File: src/rtl/spad_pkg.sv
// Shared scratchpad definitions: operation and bank codes, sequencer states.
package spad_pkg;

  typedef enum logic [1:0] {
    SPAD_RD   = 2'b00,
    SPAD_WR   = 2'b01,
    SPAD_SWAP = 2'b10,
    SPAD_RSVD = 2'b11
  } spad_op_e;

  typedef enum logic [1:0] {
    SPAD_TMP = 2'b00,
    SPAD_GPR = 2'b01,
    SPAD_IPR = 2'b10,
    SPAD_BAD = 2'b11
  } spad_bank_e;

  typedef enum logic [2:0] {
    StIdle,
    StRsetup,
    StRsample,
    StWsetup,
    StWpulse,
    StWhold,
    StDone
  } spad_state_e;

endpackage

File: src/rtl/spad_seq_if.sv
// Request handshake plus scratchpad array bus for the access sequencer.
interface spad_seq_if;

  logic        req_h;
  logic [1:0]  op_h;
  logic [1:0]  bank_h;
  logic [3:0]  addr_h;
  logic [3:0]  bmask_h;
  logic [31:0] wdata_h;
  logic        ack_h;
  logic        err_h;
  logic [31:0] rdata_h;

  logic [3:0]  rspa_h;
  logic [31:0] wbus_h;
  logic [3:0]  spw_l;
  logic        rcs_tmp_l;
  logic        rcs_gpr_l;
  logic        rcs_ipr_l;
  logic [31:0] rbus_l;

  // Requester (microcode control) view.
  modport master (
    output req_h, op_h, bank_h, addr_h, bmask_h, wdata_h,
    input  ack_h, err_h, rdata_h
  );

  // Sequencer view: serves requests, drives the array.
  modport slave (
    input  req_h, op_h, bank_h, addr_h, bmask_h, wdata_h, rbus_l,
    output ack_h, err_h, rdata_h, rspa_h, wbus_h, spw_l,
    output rcs_tmp_l, rcs_gpr_l, rcs_ipr_l
  );

  // Scratchpad array view.
  modport array (
    input  rspa_h, wbus_h, spw_l, rcs_tmp_l, rcs_gpr_l, rcs_ipr_l,
    output rbus_l
  );

endinterface

File: src/rtl/spad_bank_dec.sv
// Bank code to active-low chip select decode; illegal bank selects nothing.
module spad_bank_dec
  import spad_pkg::*;
(
  input  logic       en_i,
  input  logic [1:0] bank_i,
  output logic       cs_tmp_l_o,
  output logic       cs_gpr_l_o,
  output logic       cs_ipr_l_o
);

  // At most one select is driven low, and only when enabled.
  always_comb begin
    cs_tmp_l_o = 1'b1;
    cs_gpr_l_o = 1'b1;
    cs_ipr_l_o = 1'b1;
    if (en_i) begin
      case (bank_i)
        SPAD_TMP: cs_tmp_l_o = 1'b0;
        SPAD_GPR: cs_gpr_l_o = 1'b0;
        SPAD_IPR: cs_ipr_l_o = 1'b0;
        default:  ;
      endcase
    end
  end

endmodule

File: src/rtl/spad_seq.sv
// Scratchpad access sequencer: single-word read/write/swap with bracketed
// write strobes. Every array-side output comes straight from a flop.
module spad_seq
  import spad_pkg::*;
(
  input  logic     clk_h,
  input  logic     reset_l,
  spad_seq_if.slave bus
);

  spad_state_e state_q;
  spad_op_e    op_q;
  logic [1:0]  bank_q;
  logic [3:0]  bmask_q;
  logic [31:0] wdata_q;

  logic        ack_q;
  logic        err_q;
  logic [31:0] rdata_q;
  logic [3:0]  rspa_q;
  logic [31:0] wbus_q;
  logic [3:0]  spw_q;
  logic [2:0]  rcs_q;  // {tmp, gpr, ipr}

  logic        req_legal;
  logic        dec_en;
  logic [1:0]  dec_bank;
  logic        cs_tmp_l;
  logic        cs_gpr_l;
  logic        cs_ipr_l;

  assign req_legal = (bus.bank_h != SPAD_BAD) && (bus.op_h != SPAD_RSVD);

  // Chip-select enable for the state being entered, so CS is registered.
  always_comb begin
    dec_en   = 1'b0;
    dec_bank = bank_q;
    unique case (state_q)
      StIdle: begin
        dec_en   = bus.req_h & req_legal;
        dec_bank = bus.bank_h;
      end
      StRsetup, StWsetup, StWpulse: dec_en = 1'b1;
      StRsample:                    dec_en = (op_q == SPAD_SWAP);
      default:                      dec_en = 1'b0;
    endcase
  end

  spad_bank_dec u_bank_dec (
    .en_i       (dec_en),
    .bank_i     (dec_bank),
    .cs_tmp_l_o (cs_tmp_l),
    .cs_gpr_l_o (cs_gpr_l),
    .cs_ipr_l_o (cs_ipr_l)
  );

  // Sequencer FSM with registered outputs; reset aborts any strobe at once.
  always_ff @(posedge clk_h or negedge reset_l) begin
    if (!reset_l) begin
      state_q <= StIdle;
      op_q    <= SPAD_RD;
      bank_q  <= 2'b00;
      bmask_q <= 4'h0;
      wdata_q <= 32'h0;
      ack_q   <= 1'b0;
      err_q   <= 1'b0;
      rdata_q <= 32'h0;
      rspa_q  <= 4'h0;
      wbus_q  <= 32'h0;
      spw_q   <= 4'hF;
      rcs_q   <= 3'b111;
    end else begin
      ack_q <= 1'b0;
      err_q <= 1'b0;
      spw_q <= 4'hF;
      rcs_q <= {cs_tmp_l, cs_gpr_l, cs_ipr_l};
      unique case (state_q)
        StIdle: begin
          if (bus.req_h) begin
            op_q    <= spad_op_e'(bus.op_h);
            bank_q  <= bus.bank_h;
            bmask_q <= bus.bmask_h;
            wdata_q <= bus.wdata_h;
            if (!req_legal) begin
              ack_q   <= 1'b1;
              err_q   <= 1'b1;
              state_q <= StDone;
            end else begin
              rspa_q <= bus.addr_h;
              if (bus.op_h == SPAD_WR) begin
                wbus_q  <= bus.wdata_h;
                state_q <= StWsetup;
              end else begin
                state_q <= StRsetup;
              end
            end
          end
        end
        StRsetup: state_q <= StRsample;
        StRsample: begin
          rdata_q <= ~bus.rbus_l;
          if (op_q == SPAD_SWAP) begin
            wbus_q  <= wdata_q;
            state_q <= StWsetup;
          end else begin
            ack_q   <= 1'b1;
            state_q <= StDone;
          end
        end
        StWsetup: begin
          spw_q   <= ~bmask_q;
          state_q <= StWpulse;
        end
        StWpulse: state_q <= StWhold;
        StWhold: begin
          ack_q   <= 1'b1;
          state_q <= StDone;
        end
        StDone:  state_q <= StIdle;
        default: state_q <= StIdle;
      endcase
    end
  end

  assign bus.ack_h     = ack_q;
  assign bus.err_h     = err_q;
  assign bus.rdata_h   = rdata_q;
  assign bus.rspa_h    = rspa_q;
  assign bus.wbus_h    = wbus_q;
  assign bus.spw_l     = spw_q;
  assign bus.rcs_tmp_l = rcs_q[2];
  assign bus.rcs_gpr_l = rcs_q[1];
  assign bus.rcs_ipr_l = rcs_q[0];

endmodule
File: src/flat_wrapper.sv
// flat-port wrapper written by rule: the top's interface ports become plain ports
module spad_seq_flat import spad_pkg::*;
  (clk_h, reset_l, bus_req_h, bus_op_h, bus_bank_h, bus_addr_h, bus_bmask_h, bus_wdata_h, bus_rbus_l, bus_ack_h, bus_err_h, bus_rdata_h, bus_rspa_h, bus_wbus_h, bus_spw_l, bus_rcs_tmp_l, bus_rcs_gpr_l, bus_rcs_ipr_l);
  spad_seq_if bus_i ();
  input  logic clk_h;
  input  logic reset_l;
  input wire logic [$bits(bus_i.req_h)-1:0] bus_req_h;
  input wire logic [$bits(bus_i.op_h)-1:0] bus_op_h;
  input wire logic [$bits(bus_i.bank_h)-1:0] bus_bank_h;
  input wire logic [$bits(bus_i.addr_h)-1:0] bus_addr_h;
  input wire logic [$bits(bus_i.bmask_h)-1:0] bus_bmask_h;
  input wire logic [$bits(bus_i.wdata_h)-1:0] bus_wdata_h;
  input wire logic [$bits(bus_i.rbus_l)-1:0] bus_rbus_l;
  output wire logic [$bits(bus_i.ack_h)-1:0] bus_ack_h;
  output wire logic [$bits(bus_i.err_h)-1:0] bus_err_h;
  output wire logic [$bits(bus_i.rdata_h)-1:0] bus_rdata_h;
  output wire logic [$bits(bus_i.rspa_h)-1:0] bus_rspa_h;
  output wire logic [$bits(bus_i.wbus_h)-1:0] bus_wbus_h;
  output wire logic [$bits(bus_i.spw_l)-1:0] bus_spw_l;
  output wire logic [$bits(bus_i.rcs_tmp_l)-1:0] bus_rcs_tmp_l;
  output wire logic [$bits(bus_i.rcs_gpr_l)-1:0] bus_rcs_gpr_l;
  output wire logic [$bits(bus_i.rcs_ipr_l)-1:0] bus_rcs_ipr_l;
  assign bus_i.req_h = bus_req_h;
  assign bus_i.op_h = bus_op_h;
  assign bus_i.bank_h = bus_bank_h;
  assign bus_i.addr_h = bus_addr_h;
  assign bus_i.bmask_h = bus_bmask_h;
  assign bus_i.wdata_h = bus_wdata_h;
  assign bus_i.rbus_l = bus_rbus_l;
  assign bus_ack_h = bus_i.ack_h;
  assign bus_err_h = bus_i.err_h;
  assign bus_rdata_h = bus_i.rdata_h;
  assign bus_rspa_h = bus_i.rspa_h;
  assign bus_wbus_h = bus_i.wbus_h;
  assign bus_spw_l = bus_i.spw_l;
  assign bus_rcs_tmp_l = bus_i.rcs_tmp_l;
  assign bus_rcs_gpr_l = bus_i.rcs_gpr_l;
  assign bus_rcs_ipr_l = bus_i.rcs_ipr_l;
  spad_seq u_core (.clk_h(clk_h), .reset_l(reset_l), .bus(bus_i));
endmodule
File: config.mk
export PLATFORM = sky130hd
export DESIGN_NAME = spad_seq_flat
export DESIGN_NICKNAME = d
export VERILOG_FILES = /design/src/rtl/spad_pkg.sv /design/src/rtl/spad_seq_if.sv /design/src/rtl/spad_bank_dec.sv /design/src/rtl/spad_seq.sv /design/src/flat_wrapper.sv
export SDC_FILE = /design/constraint.sdc
export NUM_CORES = 1
export LEC_CHECK = 0
export CAP_MARGIN = 40
export CORE_AREA = 5 5 117 119
export DETAILED_ROUTE_END_ITERATION = 10
export DIE_AREA = 0 0 122 124
export GPL_TIMING_DRIVEN = 0
export PLACE_DENSITY = 0.85
export SLEW_MARGIN = 20
export SYNTH_ARGS = -nofsm -noshare
export SYNTH_HDL_FRONTEND = slang
export SYNTH_SLANG_ARGS = --single-unit
export TNS_END_PERCENT = 20
File: constraint.sdc
create_clock -name clk_h -period 1.6 [get_ports clk_h]
set_input_delay 0.24 -clock clk_h [delete_from_list [all_inputs] [get_ports clk_h]]
set_output_delay 0.24 -clock clk_h [all_outputs]
set_load 0.03 [all_outputs]
==> results of run 1 <==
==> kinds of logic after synthesis <==
logic type,after synthesis,synth area share (%)
AO/OA/AOI/OAI,114,20.28
multiplexers,44,9.435
flip-flops,120,57.35
AND/OR/NAND/NOR,92,9.578
buffers and inverters,37,3.360
==> synth_stat cells, types with 4 or more instances <==
cell type / n
o21ai_0: 22
o22ai_1: 4
dfrtp_1: 113
mux2_1: 4
o21ai_1: 13
or2_2: 32
dfstp_2: 7
buf_2: 12
o32ai_1: 32
a2bb2oi_2: 30
clkbuf_1: 17
mux2_2: 40
nand2_1: 37
==> per-stage QoR <==
step           instance area [um2]  worst slack (ns)
2_1_floorplan                 5251          -0.01963
3_3_place_gp                  7018            -4.124
3_5_place_dp                  7047           -0.6091
4_1_cts                       7606           -0.1589
5_1_grt                       7924           -0.1370
6_report                      7924          -0.08958
==> layer usage <==
| layer | vias to the layer above | routed length (um) | part of all wire (%) |
|---|---|---|---|
| met2 | 171 | 7365 | 52 |
| met4 | 0 | 248 | 1.7 |
| li1 | 1869 | - | - |
| met1 | 2043 | 5387 | 38 |
| met3 | 20 | 1246 | 8.7 |
| met5 | - | 0 | 0 |
==> flip-flops by register name, summed over array words and instances, names as in the netlist <==
| name | flops |
|---|---|
| u_core.bus.wbus_h | 32 |
| u_core.op_q | 2 |
| u_core.bus.ack_h | 1 |
| u_core.state_q | 3 |
| u_core.bank_q | 2 |
| u_core.bus.err_h | 1 |
| u_core.bus.rdata_h | 32 |
| u_core.bmask_q | 4 |
| u_core.wdata_q | 32 |
| u_core.rcs_q | 3 |
| u_core.bus.spw_l | 4 |
| u_core.bus.rspa_h | 4 |
==> final cells by class <==
| type | instances | share of cell area [%] |
|---|---|---|
| Clock inverter | 8 | 0.8843 |
| Clock buffer | 24 | 6.206 |
| Tap cell | 172 | 2.716 |
| Multi-Input combinational cell | 250 | 28.61 |
| Timing Repair Buffer | 163 | 19.66 |
| Inverter | 3 | 0.1421 |
| Sequential cell | 120 | 38.04 |
| Buffer | 34 | 3.742 |
==> worst max path at each step <==
| stage | end | slack, ns |
|---|---|---|
| after floorplan | u_core.bank_q[0] | -0.02 |
| after global placement | u_core.wdata_q[20] | -4.12 |
| after detailed placement | u_core.bmask_q[3] | -0.61 |
| after CTS | u_core.bus.wbus_h[14] | -0.16 |
| after global routing | u_core.bus.wbus_h[4] | -0.14 |
| final | u_core.bus.wbus_h[20] | -0.09 |
==> power groups by stage <==
stage | Sequential (mW) | Combinational (mW) | Clock [mW]
final | 5.55 | 8.17 | 3.57
after global routing | 5.74 | 8.74 | 3.79
after CTS | 5.49 | 7.71 | 3.64
after detailed placement | 5.56 | 8.16 | 0
after global placement | 5.45 | 7.91 | 0
after floorplan | 7.23 | 3.32 | 0
==> timing repair <==
item / in CTS / in global routing
endpoints found under the hold margin: 52 / 0
pin swaps: 3 / 2
setup endpoints to repair: 185 / 108
gates resized for setup: 105 / 75
cloned: 0 / 1
hold buffers: 1 / 0
buffers inserted: 2 / 3
==> results.yml, run 1 <==
run_status:
  status: "complete, but fails checks"
  violations: "setup timing"
clock_tree:
  cts_tree: "done"
  clock-sinks: 120
  cts-htree-levels: 4
  cts-root-buf: "clkbuf_16"
  clk_pin_slew_ns: 0.05
  clk_latency_ns: 0.41
  clk_path_buf_depth: 2
  cts_buffers: 17
yosys:
  yosysTopAreaCellShare_pct: 53.85
  synth_top_area_cell: "dfrtp_1"
  avgSynthCellArea_um2: 12.90
  netlist_area_mm2: 0.005251
  synth_nets: 486
  ys_types: 40
  ys_seq_elements: 120
  ys_async_sr_fraction_pct: 100.0
  synth_flop_cell: "dfrtp_1"
  synth-edff-count: 0
  yosysWarnings: 0
  synth_seq_area_share_pct: 57.35
  synth_area_leaders: "dfrtp_1 54%, a2bb2oi_2 8.6%, mux2_2 8.6%"
  syn_inst: 407
timing:
  fin_tns_setup_ns: -2.290
  period_needed_ns: 1.690
  finalHoldViolations: 0
  hold_slack_ns: 0.3839
  fmax_ghz: 0.5919
  worst_slack_ns: -0.08958
  rsz0062_at_grt: "yes"
  setup_violations: 31
  fin_crit_sh_pct: 105.6
  skew_ns: 0.008191
  tightest_slew_ns: 0.5521
  finalMaxSlewViolations: 0
  maxSlewHeadroom_pct: 63.19
placed_design:
  port_buffers: 155
  gp_congestion: 0.8320
  dp_cells: 735
  hpwl_um: 10040
power:
  power.internal_mw: 10.39
  seq_power_share_pct: 32.1
  power_frac_clock_pct: 20.7
  p_sw_share_pct: 39.90
  power_mw: 17.29
  p_sw_mw: 6.898
  peakVddDrop_mv: 1.086
  leakagePower_nw: 3.358
  power.density_mw_per_mm2: 2182
  p_comb_share_pct: 47.2
finish:
  fin_cells: 774
  nNetsFinal: 668
  area_growth_pct: 50.89
  layout-drive-gt1-share_pct: 34.55
  regArea_mm2: 0.003014
  layout_common_cells: "111 x dfrtp_1, 77 x clkdlybuf4s50_1, 75 x dlygate4sd2_1, 40 x mux2_2, 36 x nand2_1"
  multi_input_area_mm2: 0.002267
  fillers: 939
  insertedDiodeCount: 0
  layout_commonest_cell: "dfrtp_1"
  final_util_pct: 63.57
critical_path:
  path_cells: "buf_6, a211o_4, o32ai_4, buf_12, buf_12, a2bb2oi_2"
  cp.depth: 6
  critPathLaunchType: "flop"
  cpPeakStageDelay_ns: 0.39
  crit_arrival_ns: 2.03
  criticalPathCategory: "reg2reg"
  worst_ep_required_time_ns: 1.94
  path_max_fanout: 10
  r2r_slack_ns: -0.09
  r2r_cells: 6
  rr_startpoint: "u_core.state_q[0]"
  cp_common_cell: "buf_12"
  end_kind: "flop"
  rr_endpoint: "u_core.bus.wbus_h[20]"
  path_delay_family: "compound AO/OA/AOI/OAI gates"
  worstSetupStartpoint: "u_core.state_q[0]"
  cp_num_buf_inv: 3
  cpMaxStageDelayCell: "dfrtp_1"
floorplanning:
  num_io_pins: 156
  die_x_um: 122
  fp-row-count: 41
  die_y_um: 124
  core_mm2: 0.01247
  start_util_pct: 42.13
  die-area_mm2: 0.01513
grt:
  use_met3_pct: 7.720
  use_met2_pct: 32.91
  busiest_layer: "met2"
  first_global_vias: 4625
  grt_start_max_net_pins: 62
  grt_util_all_layers_pct: 19.10
  antenna_found_initial: 0
  grt_pass1_wl_um: 22230
  gr-total-overflow: 0
  grt_util_met1_pct: 20.84
routing:
  vias_per_cell: 5.301
  finalWirelength_um: 14250
  drt_first_pass_iters: 4
  drtAntennaViolNets: 0
  drtIter0Drc: 198
  vias: 4103
  drcViolationCount: 0
  wl_per_cell_um: 18.41
hold_path:
  min-delay-path-class: "in2async"
flow_run:
  cap_violations: 0
No activity file was read; power rests on OpenSTA's default activity.
==> inputs of run 2 (changes only) <==
--- a/config.mk
+++ b/config.mk
@@ -5,10 +5,10 @@
 export SDC_FILE = /design/constraint.sdc
 export NUM_CORES = 1
 export LEC_CHECK = 0
-export CAP_MARGIN = 40
-export CORE_AREA = 5 5 117 119
+export CORE_AREA = 5 5 105 132
+export CTS_CLUSTER_SIZE = 40
 export DETAILED_ROUTE_END_ITERATION = 10
-export DIE_AREA = 0 0 122 124
+export DIE_AREA = 0 0 110 137
 export GPL_TIMING_DRIVEN = 0
 export PLACE_DENSITY = 0.85
 export SLEW_MARGIN = 20
==> run 2 against run 1 <==
  * The flow still finishes with violations (setup timing)
  * Flip-flop and latch count stayed put
  * Hold slack got worse by 0.038 ns
  * Final cell count decreased by 0.78%
  * Global-route usage increased by 0.49 points
  * Sequential power barely moved
  * Non-clock buffer count is 1 lower
  * Clock power fell by 4%
  * Routed wire length rose by 1.6%
==> results.yml, run 2 (synthesized netlist as in run 1, its figures left out) <==
run_status:
  status: "complete, but fails checks"
  violations: "setup timing"
finish:
  final_util_pct: 63.52
  layout-drive-gt1-share_pct: 35.17
  nNetsFinal: 667
  layout_commonest_cell: "dfrtp_1"
  layout_common_cells: "111 x dfrtp_1, 76 x clkdlybuf4s50_1, 76 x dlygate4sd2_1, 39 x mux2_2, 36 x nand2_1"
  insertedDiodeCount: 0
  stdcell_area_mm2: 0.007934
  area_growth_pct: 51.08
grt:
  grt_pass1_wl_um: 22700
  grt_util_all_layers_pct: 19.60
  first_global_vias: 4524
  antenna_found_initial: 0
  use_met3_pct: 8.117
  grt_start_max_net_pins: 67
  gr-total-overflow: 0
  busiest_layer: "met2"
  use_met2_pct: 34.18
  grt_util_met1_pct: 21.50
timing:
  period_needed_ns: 1.679
  maxSlewHeadroom_pct: 65.32
  fin_crit_sh_pct: 104.9
  skew_ns: 0.006997
  hold_slack_ns: 0.3459
  finalHoldViolations: 0
  tightest_slew_ns: 0.5202
  rsz0062_at_grt: "yes"
  setup_violations: 30
  finalMaxSlewViolations: 0
  fmax_ghz: 0.5956
  worst_slack_ns: -0.07891
routing:
  drtAntennaViolNets: 0
  finalWirelength_um: 14470
  drcViolationCount: 0
  wl_per_cell_um: 18.85
  vias_per_cell: 5.280
  drtIter0Drc: 140
  drt_first_pass_iters: 6
  vias: 4055
placed_design:
  hpwl_um: 10180
  dp_slack_ns: -0.6179
  gp_congestion: 0.9121
  port_buffers: 155
  place_area_mm2: 0.007042
clock_tree:
  clk_path_buf_depth: 2
  cts_buffers: 17
  cts-root-buf: "clkbuf_16"
  cts_tree: "done"
  clock-sinks: 120
  clk_pin_slew_ns: 0.05
  cts-htree-levels: 4
  clk_latency_ns: 0.41
critical_path:
  criticalPathCategory: "in2reg"
  worst_ep_required_time_ns: 1.93
  r2r_slack_ns: -0.08
  end_kind: "flop"
  r2r_cells: 6
  endpoint: "u_core.bus.wbus_h[19]"
  critPathLaunchType: "input port"
  path_max_fanout: 10
  rr_endpoint: "u_core.bus.wbus_h[19]"
  crit_arrival_ns: 2.01
  worstSetupStartpoint: "bus_bank_h[0]"
  rr_startpoint: "u_core.state_q[2]"
power:
  peakVddDrop_mv: 1.055
  power.density_mw_per_mm2: 2164
  power_mw: 17.17
  leakagePower_nw: 3.356
floorplanning:
  die_x_um: 110
  core_mm2: 0.01249
  die_y_um: 137
  num_io_pins: 156
  fp-row-count: 46
  start_util_pct: 42.05
  die-area_mm2: 0.01507
hold_path:
  min-delay-path-class: "in2reg"
flow_run:
  cap_violations: 0
==> run 2: cell type report <==
cell class | instances | area [um2]
fill | 989 | 4556
sequential | 120 | 3014
multi-input combinational | 250 | 2300
timing repair buffer | 162 | 1569
clock buffer | 23 | 488.0
buffer | 34 | 294.0
tap | 168 | 210.2
clock inverter | 8 | 47.55
inverter | 3 | 11.26
==> run 2: per-stage QoR <==
stage	cells	setup TNS [ns]
global route	768	-4.561
global placement	730	-533.62
finish	768	-1.767
floorplan	407	-0.6588
CTS	765	-4.330
detailed placement	731	-50.21
==> run 2: worst min path at each step <==
stage | to | start | slack, ns | cells past startpoint
2_1_floorplan | u_core.bank_q[0] | reset_l | -0.06 | 0
3_3_place_gp | u_core.bus.spw_l[0] | u_core.bmask_q[0] | 0.38 | 1
3_5_place_dp | u_core.bus.rspa_h[2] | reset_l | 0.23 | 1
4_1_cts | u_core.bus.rspa_h[2] | reset_l | 0.37 | 2
5_1_grt | u_core.bank_q[1] | bus_bank_h[1] | 0.36 | 2
6_report | u_core.bank_q[1] | bus_bank_h[1] | 0.35 | 2
==> run 2: repair_timing <==
action                     CTS  global route
hold endpoints to repair    47             0
setup buffers                2             2
setup endpoints to repair  185           110
resized for setup          103            80
cloned                       0             1
pin swaps                    2             3
hold buffers                 1             0
==> run 2: where the power goes <==
group	switching (mW)	internal (mW)
registers	0.970	4.60
clock network	1.30	2.12
logic	4.66	3.53
total	6.93	10.2
==> run 2: layer usage <==
layer  routed length, um  part of all wire, %  up-vias
met4                  96                 0.66        0
met2                7770                   54      147
met3                1294                  8.9       10
met5                   0                    0        -
li1                    -                    -     1865
met1                5313                   37     2033
==> run 2: worst max-delay path: stages <==
cell             delay (ns)
clkdlybuf4s50_1        0.55
a211o_4                0.43
o32ai_4                0.31
buf_12                 0.18
buf_12                 0.15
a2bb2oi_2              0.13
